### src/rtl/mode_sched.sv
// Mode scheduler: debounced button and Bluetooth requests, brake dwell before
// each mode commit, and a timed recovery hold while fault is asserted.
module mode_sched #(
  parameter int DEBOUNCE_CYC = 1_000_000,
  parameter int DWELL_CYC    = 25_000_000
) (
  input  logic       clk,
  input  logic       rst_n,
  input  logic       key_n,
  input  logic       bt_valid,
  input  logic [1:0] bt_mode,
  input  logic       fault,
  output logic [1:0] mode,
  output logic       motor_en,
  output logic       busy,
  output logic       ack,
  output logic       req_drop
);

  localparam int DB_W = (DEBOUNCE_CYC > 1) ? $clog2(DEBOUNCE_CYC) : 1;
  localparam int DW_W = $clog2(DWELL_CYC);
  localparam logic [DB_W-1:0] DB_LAST = DB_W'(DEBOUNCE_CYC - 1);
  localparam logic [DW_W-1:0] DW_LAST = DW_W'(DWELL_CYC - 1);

  localparam logic [1:0] IDLE   = 2'd0;
  localparam logic [1:0] BRAKE  = 2'd1;
  localparam logic [1:0] SWITCH = 2'd2;
  localparam logic [1:0] FAULT  = 2'd3;

  logic            key_s1, key_s2, key_last;
  logic            armed, press;
  logic [DB_W-1:0] db_cnt;

  logic [1:0]      state, target, req_target;
  logic [DW_W-1:0] dwell;
  logic            any_req, both_req;

  // Counter saturates once the synced level is stable; the level then either
  // re-arms (high) or fires a single press while armed (low).
  always_ff @(posedge clk or negedge rst_n) begin
    if (!rst_n) begin
      key_s1   <= 1'b1;
      key_s2   <= 1'b1;
      key_last <= 1'b1;
      armed    <= 1'b1;
      press    <= 1'b0;
      db_cnt   <= '0;
    end else begin
      key_s1   <= key_n;
      key_s2   <= key_s1;
      key_last <= key_s2;
      press    <= 1'b0;
      if (key_s2 != key_last) begin
        db_cnt <= '0;
      end else if (db_cnt != DB_LAST) begin
        db_cnt <= db_cnt + 1'b1;
      end else if (key_s2) begin
        armed <= 1'b1;
      end else if (armed) begin
        press <= 1'b1;
        armed <= 1'b0;
      end
    end
  end

  always_comb begin
    any_req    = press | bt_valid;
    both_req   = press & bt_valid;
    req_target = bt_valid ? bt_mode : mode + 2'd1;
  end

  always_ff @(posedge clk or negedge rst_n) begin
    if (!rst_n) begin
      state    <= IDLE;
      target   <= '0;
      dwell    <= '0;
      mode     <= '0;
      motor_en <= 1'b0;
      busy     <= 1'b0;
      ack      <= 1'b0;
      req_drop <= 1'b0;
    end else begin
      ack      <= 1'b0;
      req_drop <= 1'b0;
      if (fault) begin
        state    <= FAULT;
        dwell    <= '0;
        motor_en <= 1'b0;
        busy     <= 1'b1;
        req_drop <= any_req;
      end else begin
        case (state)
          IDLE: begin
            motor_en <= 1'b1;
            busy     <= 1'b0;
            req_drop <= both_req;
            if (any_req && (req_target != mode)) begin
              target   <= req_target;
              dwell    <= '0;
              state    <= BRAKE;
              motor_en <= 1'b0;
              busy     <= 1'b1;
            end
          end
          BRAKE: begin
            req_drop <= any_req;
            if (dwell == DW_LAST) state <= SWITCH;
            else                  dwell <= dwell + 1'b1;
          end
          SWITCH: begin
            req_drop <= any_req;
            mode     <= target;
            ack      <= 1'b1;
            motor_en <= 1'b1;
            busy     <= 1'b0;
            state    <= IDLE;
          end
          FAULT: begin
            req_drop <= any_req;
            if (dwell == DW_LAST) begin
              state    <= IDLE;
              dwell    <= '0;
              motor_en <= 1'b1;
              busy     <= 1'b0;
            end else begin
              dwell <= dwell + 1'b1;
            end
          end
          default: state <= IDLE;
        endcase
      end
    end
  end

endmodule

### config.mk
export PLATFORM = sky130hd
export DESIGN_NAME = mode_sched
export DESIGN_NICKNAME = d
export VERILOG_FILES = /design/src/rtl/mode_sched.sv
export SDC_FILE = /design/constraint.sdc
export NUM_CORES = 1
export LEC_CHECK = 0
export ABC_AREA = 1
export CAP_MARGIN = 20
export CELL_PAD_IN_SITES_DETAIL_PLACEMENT = 1
export CELL_PAD_IN_SITES_GLOBAL_PLACEMENT = 2
export CORE_MARGIN = 5
export CORE_UTILIZATION = 39
export DETAILED_ROUTE_END_ITERATION = 6
export GPL_TIMING_DRIVEN = 0
export PLACE_DENSITY_LB_ADDON = 0.05
export SETUP_SLACK_MARGIN = 0.4
export SYNTH_ARGS = -nofsm -noshare
export SYNTH_HDL_FRONTEND = slang
export SYNTH_SLANG_ARGS = --single-unit
### constraint.sdc
create_clock -name clk -period 5.3 [get_ports clk]
set_clock_uncertainty 0.15 [all_clocks]
set_input_delay 0.795 -clock clk [delete_from_list [all_inputs] [get_ports clk]]
set_output_delay 0.795 -clock clk [all_outputs]
set_load 0.005 [all_outputs]
# Word-level counts from Yosys, hierarchy flattened

Index checks and enable logic that the tools add are counted.

Bitwise logic cells: 5
Mux-type cells: 30
Eq/ne operators: 11
Reductions and logical operators: 12
Add/sub/neg operators: 3

Operators by type and width:

| cell                    | count |
|---|---|
| $mux W25                | 4 |
| $pmux W25 S3            | 1 |
| $mux W20                | 2 |
| $add A25 B1 Y25 const B | 1 |
| $eq A25 B25 Y1 const B  | 1 |
| $add A20 B1 Y20 const B | 1 |
| $ne A20 B20 Y1 const B  | 1 |
| $mux W1                 | 14 |
| $ne A3 B3 Y1 const B    | 4 |
| $mux W2                 | 5 |
| $reduce_and A3 Y1       | 3 |
| $pmux W2 S4             | 1 |
| $reduce_bool A4 Y1      | 2 |
| $pmux W1 S3             | 2 |
| $reduce_and A2 Y1       | 3 |
| $eq A2 B2 Y1 const B    | 2 |
| $not A1 Y1              | 3 |
| $reduce_or A3 Y1        | 1 |
| $add A2 B1 Y2 const B   | 1 |
| $eq A2 B1 Y1 const B    | 1 |
| $logic_not A2 Y1        | 1 |
| $ne A2 B2 Y1            | 1 |
| $pmux W1 S2             | 1 |
| $reduce_bool A2 Y1      | 1 |
| other kinds (4)         | 4 |

Output and inout bits: 6
Input port bits: 7
Flip-flop bits (word level): 60
Logic and storage cells: 75

# Depth between registers and ports, before layout

Depth after elaboration: 7
Mapped depth: 13
Depth with buffers taken out: 13

# Worst setup path before layout

Ideal clock, no wire load.

Kind: input to register
Start point: in bt_valid
End point: reg dwell[23]
Slack: 3329 ps
Arrival: 1697 ps
Library setup time: 124 ps
Cell stages on the path: 11
Buffers on the path: 1
Required time: 5026 ps
Cells stage by stage: inv_1 > or2_1 > nand2_1 > nand2_1 > nand3_1 > nand2_1 > nand2_2 > nand2_4 > buf_6 > nand2_1 > o21ai_2

Cells in the longest elaborated chain, start to end: 5
Elaborated cells on any way between the ends: 6
Those cells by class: 2 x eq/ne; 1 x mux; 1 x bitwise; 2 x reduce/logical

Ends and longest elaborated chain:

| item                          | RTL line | text |
|---|---|---|
| start, declared               | 10       | `input logic bt_valid,` |
| $mux W2                       | 69       | `req_target = bt_valid ? bt_mode : mode + 2'd1;` |
| $ne A2 B2 Y1                  | 97       | `if (any_req && (req_target != mode)) begin` |
| $logic_and A1 B1 Y1 *         | 97       |  |
| $ne A3 B3 Y1 (no line) *      | n/a      |  |
| $reduce_and A3 Y1 (no line) * | n/a      |  |
| end signal, assigned          | 108      | `else dwell <= dwell + 1'b1;` |
| end signal, assigned          | 126      | `dwell <= dwell + 1'b1;` |
| end, declared                 | 35       | `logic [DW_W-1:0] dwell;` |

Mark *: on every way between the ends. The rest lies on a longest branch, timed or not.
A chain may end at the register's enable or synchronous reset.

# Worst setup path in the final report

Start point: in bt_valid
End point: reg dwell[20]

The elaborated chain is that of the path after synthesis.

==> summary.txt <==
Status
  • Outcome: finished, final reports clean

Drt
  • Met3 Wirelength: 173 um
  • Detailed Route WL: 8.65 mm
  • Vias: 3000
  • First-iteration detailed-routing DRC count: 73
  • Final ANT Viol Nets: 0
  • Routed wl met2: 3.79 mm
  • Top Layer Used: met4
  • WL met1: 4.55 mm
  • Avg WL per Cell: 14.5 um
  • Vias per std cell: 5.02
  • Residual DRC: 0
  • DRT Pass-1 Iters: 4

STA
  • Final Hold Fails: 0
  • Final count of pins violating max slew: 0
  • FMAX: 412 MHz
  • Worst rel slew slack: 46.1%
  • Final period utilization: 45.9%
  • Fin crit period: 2.43 ns
  • Final setup fails: 0
  • Setup ws final: 2.87 ns
  • Unrepaired setup endpoints after global routing: no
  • Slew @ Worst Pin: 0.805 ns
  • Setup TNS: 0 ns
  • WHS: 0.218 ns

Power
  • VDD IR max: 0.0947 mV
  • Lkg Pwr: 1.70 nW
  • PwrDens: 242 mW/mm^2
  • Pwr Total: 0.000938 W

CTS
  • CTS buffer count: 9
  • Sink Count: 60
  • Clock Tree Root: clkbuf_8
  • CTS tree: yes
  • Post-cts hold buffer count: 0
  • CTS clock-pin slew for the worst setup and hold paths: 0.08 ns
  • Clock Tree Buf Depth: 2
  • Clk_lat worst skew: 0.34 ns
  • H-tree depth: 3
  • # resized after CTS: 0
  • Postcts setup bufs: 0

Layout
  • N_diodes: 0
  • Core Util, Final: 44.9%
  • Register area: 0.00151 mm^2
  • Multi-input combinational cell area: 0.00164 mm^2
  • Fin nets: 494
  • Layout cells sized above 1: 10.8%
  • Fillers: 1089
  • Layout overhead on the synthesized area: 12.9%

Yosys
  • Main synth FF type: dfrtp_1
  • Register bit count reported by yosys: 60
  • Area share of the largest cell type after synthesis: 40.8%
  • Synthesized cell area: 0.00343 mm^2
  • Synthesized instance count: 462
  • Largest cells by area after synthesis: dfrtp_1 (41%), nand2_1 (14%), inv_1 (6.2%), nor2_1 (6.0%), nand3_1 (5.4%)
  • Post-synthesis sequential area ratio: 43.9%
  • Synth Warn #: 0
  • Mean area per synthesized cell: 7.43 um^2
  • Synth top cells by count: nand2_1 (129), inv_1 (57), dfrtp_1 (56)
  • Async SR Flop Fraction: 100%
  • Most common cell in the netlist: nand2_1
  • Largest area contributor in the netlist: dfrtp_1
  • Post-Syn Nets: 471
  • Yosys cell types: 33
  • Post-synth EDFFs: 0

Critical path
  • WS Path Type: in2reg
  • Critical Path AT: 2.50 ns
  • FF-to-FF Start: key_s2
  • Setup slack, reg-to-reg: 3.14 ns
  • Largest stage delay on the critical path: 0.59 ns
  • Worst-path maximum fanout: 10
  • Slowest CP cell: clkdlybuf4s50_1
  • Worst-path cell chain: clkdlybuf4s50_1 -> inv_1 -> or2_1 -> nand2_1 -> nand2_1 -> nand3_1 -> nand2_1 -> nand2_2 -> nand2_4 -> buf_6 -> nand2_1 -> o21ai_2
  • Critical Path End Type: flop
  • Worst endpoint required time: 5.37 ns
  • Startpoint Class: input pin
  • Most used cell, CP: nand2_1
  • Worst setup path startpoint: bt_valid

Global routing
  • GR Overflow Total: 0
  • Initial antenna violation count: 0
  • Largest net degree at the start of global routing: 61
  • Via count of the first global-routing pass: 3097
  • GRT Total Usage: 16.8%
  • First-pass GRT wire length: 15.0 mm

Floorplan
  • Die Width: 104 um
  • Initial Utilization: 39.8%
  • Die ar.: 0.0108 mm^2
  • Rows: 34
  • Ports: 13
  • Die H: 104 um
  • CORE AREA: 0.00864 mm^2

Place
  • # port buffers: 12
  • Detailed Place HPWL: 6.35 mm
  • RD Place Congestion: 0.821
  • Place WS: 2.49 ns

Worst hold path
  • Worst min path class: reg2reg
  • Min-delay src: key_s1

Flow run
  • Max_cap viols: 0
[metal layers]
layer / global-route usage (%) / vias up
met5: 0 / -
met4: 5.37 / 0
met3: 2.80 / 11
met2: 25.3 / 22
met1: 24.5 / 1437
li1: - / 1530
[cell families (layout without fill, tap and decap cells)]
| logic type | count (synthesis) | after routing | synth area share, % |
|---|---|---|---|
| XOR/XNOR | 17 | 17 | 4.34 |
| adder cells (fa/ha/maj) | 2 | 2 | 0.729 |
| buffers and inverters | 66 | 94 | 8.24 |
| AO/OA/AOI/OAI | 67 | 67 | 11.8 |
| AND/OR/NAND/NOR | 250 | 250 | 31.1 |
| flip-flops | 60 | 60 | 43.9 |
[cell type report]
type / count / area share (%)
sequential: 60 / 38.9
clock buffer: 9 / 3.19
clock inverter: 7 / 1.74
inverter: 57 / 5.52
tap: 108 / 3.49
timing repair buffer: 12 / 3.03
buffer: 9 / 1.77
multi-input combinational: 336 / 42.4
[stage by stage]
stage          cells  cell area, um^2
3_5_place_dp     582             3690
4_1_cts          598             3880
5_1_grt          598             3880
6_report         598             3880
3_3_place_gp     582             3690
2_1_floorplan    462             3430
[sequential cells by signal, indices dropped and copies added, names as in the netlist]
register / cells
ack: 1
key_s2: 1
dwell: 25
armed: 1
press: 1
target: 2
key_s1: 1
motor_en: 1
busy: 1
state: 2
db_cnt: 20
key_last: 1
mode: 2
req_drop: 1
[worst max-delay path: cells and delay by family]
family | cells | cell delay, ns
AO/OA/AOI/OAI | 1 | 0.06
buffers and inverters | 3 | 0.84
AND/OR/NAND/NOR | 8 | 0.81
[path summary, 6_finish.rpt]
path,end,cells past startpoint
max,dwell[20],12
max reg2reg,db_cnt[13],6
min reg2reg,key_s2,0
min in group asynchronous,mode[1],1
min,key_s2,0
max in group asynchronous,dwell[6],1
[layout by cell type (no fill, tap or decap), types with 2 or more instances in the layout]
| cell type | count |
|---|---|
| inv_1 | 57 |
| o21ai_1 | 4 |
| clkbuf_8 | 9 |
| clkdlybuf4s50_1 | 11 |
| o21ai_2 | 15 |
| clkinv_2 | 3 |
| dfstp_2 | 4 |
| nor3_1 | 8 |
| nand3_1 | 37 |
| dfrtp_1 | 56 |
| xnor2_1 | 4 |
| nand2_1 | 129 |
| ha_1 | 2 |
| buf_2 | 4 |
| xor2_1 | 13 |
| nor2_1 | 55 |
| o21ai_0 | 29 |
| nor2_2 | 4 |
| clkinvlp_4 | 3 |
| buf_6 | 4 |
| a21oi_1 | 14 |
| nand4_1 | 8 |
[report_power, final]
part	leakage [nW]	switching, W	internal (W)
registers	0.798	0.00000667	0.000466
logic	0.809	0.0000338	0.0000180
clock network	0.0910	0.000199	0.000214
No activity file was read; power rests on OpenSTA's default activity.
